File: src/rtl/parking_pkg.sv
// Shared types and constants for the parking gate scheduler.
// Requester indices: entries occupy 0..1, exits occupy 2..3.
package parking_pkg;

    localparam int NUM_REQ = 4;

    localparam logic [1:0] ENT0 = 2'd0;
    localparam logic [1:0] ENT1 = 2'd1;
    localparam logic [1:0] EXT0 = 2'd2;
    localparam logic [1:0] EXT1 = 2'd3;

    typedef enum logic [1:0] {
        S_IDLE  = 2'd0,
        S_ISSUE = 2'd1,
        S_WAIT  = 2'd2,
        S_RESP  = 2'd3
    } state_t;

    function automatic logic is_entry(input logic [1:0] idx);
        return (idx == ENT0) || (idx == ENT1);
    endfunction

endpackage

File: src/rtl/rr_arbiter4.sv
// Combinational 4-way round-robin arbiter.
// The search starts at ptr and wraps; the first pending request wins.
module rr_arbiter4
    import parking_pkg::*;
(
    input  logic [NUM_REQ-1:0] req,
    input  logic [1:0]         ptr,
    output logic [NUM_REQ-1:0] grant,
    output logic [1:0]         idx,
    output logic               vld
);

    logic [1:0] cand;

    always_comb begin
        grant = '0;
        idx   = '0;
        vld   = 1'b0;
        cand  = '0;
        for (int i = 0; i < NUM_REQ; i++) begin
            cand = ptr + 2'(i);
            if (!vld && req[cand]) begin
                vld         = 1'b1;
                idx         = cand;
                grant[cand] = 1'b1;
            end
        end
    end

endmodule

File: src/rtl/parking_gate_scheduler.sv
// Serialises entry/exit gate requests into single Parking transactions
// (IDLE -> ISSUE -> WAIT -> RESP) with round-robin fairness and a deny counter.
module parking_gate_scheduler
    import parking_pkg::*;
#(
    parameter int RESP_WAIT = 1,
    parameter int DENY_W    = 8
) (
    input  logic              clk,
    input  logic              reset,
    input  logic [1:0]        ent_req,
    input  logic [1:0]        ent_uni,
    input  logic [1:0]        ext_req,
    input  logic [1:0]        ext_uni,
    output logic [1:0]        ent_done,
    output logic [1:0]        ext_done,
    output logic [1:0]        ent_ok,
    output logic [1:0]        ext_ok,
    output logic              car_entered,
    output logic              is_uni_car_entered,
    output logic              car_exited,
    output logic              is_uni_car_exited,
    input  logic              is_vacated_space,
    input  logic              uni_is_vacated_space,
    input  logic              illegal_enter,
    input  logic              illegal_exit,
    output logic              busy,
    output logic [1:0]        grant_id,
    output logic [DENY_W-1:0] deny_cnt
);

    localparam logic [2:0] WAIT_LAST = 3'(RESP_WAIT - 1);

    state_t              state_q, state_d;
    logic [1:0]          ptr_q, ptr_d;
    logic [1:0]          grant_q, grant_d;
    logic [2:0]          wait_q, wait_d;
    logic [DENY_W-1:0]   deny_q, deny_d;
    logic                uni_q, uni_d;
    logic                result_q, result_d;

    logic [NUM_REQ-1:0]  req_vec;
    logic [NUM_REQ-1:0]  uni_vec;
    logic [NUM_REQ-1:0]  arb_gnt;
    logic [1:0]          arb_idx;
    logic                arb_vld;
    logic                win_uni;
    logic                win_vacancy;

    assign req_vec = {ext_req, ent_req};
    assign uni_vec = {ext_uni, ent_uni};

    rr_arbiter4 u_arb (
        .req   (req_vec),
        .ptr   (ptr_q),
        .grant (arb_gnt),
        .idx   (arb_idx),
        .vld   (arb_vld)
    );

    assign win_uni     = |(arb_gnt & uni_vec);
    assign win_vacancy = win_uni ? uni_is_vacated_space : is_vacated_space;

    always_comb begin
        state_d  = state_q;
        ptr_d    = ptr_q;
        grant_d  = grant_q;
        wait_d   = wait_q;
        deny_d   = deny_q;
        uni_d    = uni_q;
        result_d = result_q;
        unique case (state_q)
            S_IDLE: begin
                if (arb_vld) begin
                    grant_d = arb_idx;
                    ptr_d   = arb_idx + 2'd1;
                    uni_d   = win_uni;
                    // An entry with no space for its class is refused without touching Parking.
                    if (is_entry(arb_idx) && !win_vacancy) begin
                        result_d = 1'b0;
                        state_d  = S_RESP;
                    end else begin
                        state_d  = S_ISSUE;
                    end
                end
            end
            S_ISSUE: begin
                wait_d  = '0;
                state_d = S_WAIT;
            end
            S_WAIT: begin
                if (wait_q == WAIT_LAST) begin
                    result_d = is_entry(grant_q) ? !illegal_enter : !illegal_exit;
                    state_d  = S_RESP;
                end else begin
                    wait_d = wait_q + 3'd1;
                end
            end
            S_RESP: begin
                if (!result_q && (deny_q != {DENY_W{1'b1}})) begin
                    deny_d = deny_q + 1'b1;
                end
                state_d = S_IDLE;
            end
            default: state_d = S_IDLE;
        endcase
    end

    always_comb begin
        ent_done           = '0;
        ext_done           = '0;
        ent_ok             = '0;
        ext_ok             = '0;
        car_entered        = 1'b0;
        is_uni_car_entered = 1'b0;
        car_exited         = 1'b0;
        is_uni_car_exited  = 1'b0;
        if (state_q == S_ISSUE) begin
            car_entered        = is_entry(grant_q);
            is_uni_car_entered = is_entry(grant_q) && uni_q;
            car_exited         = !is_entry(grant_q);
            is_uni_car_exited  = !is_entry(grant_q) && uni_q;
        end
        if (state_q == S_RESP) begin
            if (is_entry(grant_q)) begin
                ent_done[grant_q[0]] = 1'b1;
                ent_ok[grant_q[0]]   = result_q;
            end else begin
                ext_done[grant_q[0]] = 1'b1;
                ext_ok[grant_q[0]]   = result_q;
            end
        end
    end

    assign busy     = (state_q != S_IDLE);
    assign grant_id = grant_q;
    assign deny_cnt = deny_q;

    always_ff @(posedge clk) begin
        if (reset) begin
            state_q <= S_IDLE;
            ptr_q   <= '0;
            grant_q <= '0;
            wait_q  <= '0;
            deny_q  <= '0;
        end else begin
            state_q <= state_d;
            ptr_q   <= ptr_d;
            grant_q <= grant_d;
            wait_q  <= wait_d;
            deny_q  <= deny_d;
        end
    end

    // Latched class and verdict are only consumed in ISSUE/RESP, so they carry no reset.
    always_ff @(posedge clk) begin
        uni_q    <= uni_d;
        result_q <= result_d;
    end

endmodule

File: config.mk
export PLATFORM = sky130hd
export DESIGN_NAME = parking_gate_scheduler
export DESIGN_NICKNAME = d
export VERILOG_FILES = /design/src/rtl/parking_pkg.sv /design/src/rtl/rr_arbiter4.sv /design/src/rtl/parking_gate_scheduler.sv
export SDC_FILE = /design/constraint.sdc
export NUM_CORES = 1
export LEC_CHECK = 0
export ABC_CLOCK_PERIOD_IN_PS = 3580
export CORE_ASPECT_RATIO = 1.2
export CORE_UTILIZATION = 51
export DETAILED_ROUTE_END_ITERATION = 12
export PLACE_DENSITY_LB_ADDON = 0.1
export SKIP_CTS_REPAIR_TIMING = 1
export SYNTH_ARGS = -nofsm -noshare
export SYNTH_HDL_FRONTEND = slang
export SYNTH_SLANG_ARGS = --single-unit
export TNS_END_PERCENT = 100
File: constraint.sdc
create_clock -name clk -period 3.58 [get_ports clk]
set_input_delay 0.716 -clock clk [delete_from_list [all_inputs] [get_ports clk]]
set_output_delay 0.716 -clock clk [all_outputs]
set_load 0.005 [all_outputs]
==> flow_summary.toml <==
[worst_setup_path]
crit_family = "compound AO/OA/AOI/OAI gates"
required_ns = 3.66
r2r_slack_ns = 0.51
crit_slowest_cell = "clkdlybuf4s50_1"
cpPeakStageDelay_ns = 0.42
worstPathCellList = "clkdlybuf4s50_1 -> mux2_2 -> mux2i_1 -> a21oi_1 -> a221oi_1 -> inv_1 -> ha_1 -> o21ai_0 -> o21ai_0 -> o211a_1"
crit_top_cell = "o21ai_0"
endpoint_kind = "flip-flop"
path_buf_inv = 2
critPathKind = "input port to flip-flop"
path_max_fanout = 5
worstSetupStartpointType = "input port"
critPathArrivalTime_ns = 3.20

[pwr]
power.density_nw_per_um2 = 587
swShare_pct = 44.2
p_int_w = 0.000687
power.leakage_nw = 0.821
peakVddDrop_uv = 522
p_sw_w = 0.000545
seq_power_share_pct = 24.7
power_frac_clock_pct = 9.1
combPwrFrac_pct = 66.2

[clocking]
htree_num_levels = 1
worst_skew_pair.late_latency_ns = 0.31
cts_sinks = 19
cts_root_buf = "clkbuf_4"
path_clk_slew_ns = 0.12
clock_path_buffers = 2
cts_tree = "built"
cts-buffers-inserted = 3

[timing]
worstMarginPinSlew_ns = 0.656
hold-worst-slack_ns = 0.517
final_hold_viol_count = 0
rsz0062_at_grt = "no"
final_max_slew_viol_count = 0
min_period_ns = 3.13
fin_tns_setup_ns = 0
skew_ns = 0.0129
fmax_ghz = 0.320
setup_viol = 0
fin_crit_sh_pct = 87.3
maxSlewHeadroom_pct = 56.1

[synthesis]
synthTopCellsByCount = "nor2_1, dfxtp_1, ha_1, inv_1, mux2i_1"
syn_nets = 228
yosysMostFrequentCell = "nor2_1"
yosys_warnings = 0
yosys.area.top_type_share_pct = 20.7
netlist_instances = 197
ys_async_sr_fraction_pct = 0
synth_ff_type = "dfxtp_1"
synth_edf_count = 2
synthTopCellsByArea = "dfxtp_1, ha_1, mux2i_1"
synth_top_cell_by_area = "dfxtp_1"
avgSynthCellArea_um2 = 8.35
syn_area_um2 = 1640
ys_ff_latch = 19
yosysSeqAreaShare_pct = 24.4
ys_types = 50

[cells_and_area]
stdcell_count = 272
design_area_um2 = 2100
finalNetCount = 268
layout-drive-gt1-share_pct = 9.75
area_growth_syn_to_layout_pct = 27.6
fill_cells = 254
diodes = 0

[drt]
post_drt_wl_per_cell_um = 14.2
routed_wl_um = 3860
vias_per_cell = 5.85
drc = 0
drt_iter0_drc = 40
vias = 1590
ant_nets = 0
dr.pass1.iters = 4

[hold_path]
worstHoldPathType = "flip-flop to flip-flop"

[place]
place.gp.congestion = 0.939
place_area_um2 = 2070
dp_hpwl_um = 3000
dpl.cell_count = 268
io_buffers = 36

[global_route]
grt_first_pass_wirelength_um = 6300
grt.total_usage_pct = 24.4
grt-ovfl-total = 0
grt_start_max_net_pins = 21
grt_pass1_vias = 1461
antenna_found_initial = 0

[flow_run]
drv_cap = 0

[floorplanning]
die_x_um = 53.8
io_pins = 37
die_h_um = 64.2
dieArea_um2 = 3460
start_util_pct = 53.8
rows = 22
coreArea_um2 = 3060

[status]
status = "finished, final reports clean"
## power groups by stage
stage	combinational, W	sequential [W]	clock [W]
6_report	0.000815	0.000304	0.000113
3_5_place_dp	0.000806	0.000308	0
4_1_cts	0.000808	0.000303	0.000115
5_1_grt	0.000894	0.000311	0.000128
3_3_place_gp	0.000783	0.000307	0
2_1_floorplan	0.000578	0.000305	0
## logic make-up (layout without fill, tap and decap cells)
family	count (synthesis)	after routing	share of synthesized area (%)
DFF	19	19	24.4
muxes	19	19	13.8
buffers and inverters	26	65	6.70
AOI/OAI and AO/OA	39	39	16.8
xor gates and xnor gates	6	6	3.20
and+or+nand+nor	71	71	22.2
adders and majority gates	17	17	12.9
## layer usage
layer / global-route usage [%] / part of all wire, % / up-vias
met5: 0 / 0 / -
li1: - / - / 784
met4: 11.5 / 2.0 / 0
met1: 28.0 / 41 / 745
met2: 43.2 / 53 / 54
met3: 2.14 / 3.6 / 7
## placed cells by master, fill, tap and decap left out, types with 4 or more instances in the layout
cell type        count
buf_4               10
a21oi_1              6
mux2_2               5
mux2i_1             11
dfxtp_1             17
nor2_1              27
o21ai_0              8
nand2_1             10
inv_1               15
clkdlybuf4s50_1     36
ha_1                17
nor3_1              10
a22oi_1              4
o211ai_1             6
## area by class of cell
cell class | count | area, um2 | share of cell area [%]
multi-input combinational | 152 | 1130 | 54.0
clock inverter | 1 | 5.00 | 0.239
inverter | 15 | 56.3 | 2.68
tap | 36 | 45.0 | 2.15
clock buffer | 3 | 22.5 | 1.07
timing repair buffer | 46 | 435 | 20.8
sequential | 19 | 400 | 19.1
## final timing paths
path               startpoint          end  cells after the start
setup / recovery   ext_req[0]     result_q                     10
hold / removal    deny_cnt[5]  deny_cnt[5]                      2
hold reg to reg   deny_cnt[5]  deny_cnt[5]                      2
setup reg to reg     ptr_q[0]     result_q                      9
## sequential cells by signal, summed over array words and instances (netlist names)
name	flops
deny_cnt	8
result_q	1
ptr_q	2
state_q	2
wait_q	3
uni_q	1
grant_id	2
## worst min-delay path, stage by stage, from the launching register on
cell,delay [ns]
dfxtp_1,0.35
o21ai_0,0.08
a21oi_1,0.06
## through the flow
stage | util, % | power (W) | setup WS, ns
after floorplan | - | 0.000884 | 0.532
after global placement | 67.8 | 0.00109 | 0.274
after detailed placement | 67.8 | 0.00111 | 0.194
after CTS | 68.7 | 0.00123 | 0.520
after global routing | 68.7 | 0.00133 | 0.171
final | 68.7 | 0.00123 | 0.455
Note: power is estimated with default switching activity, not from simulation.
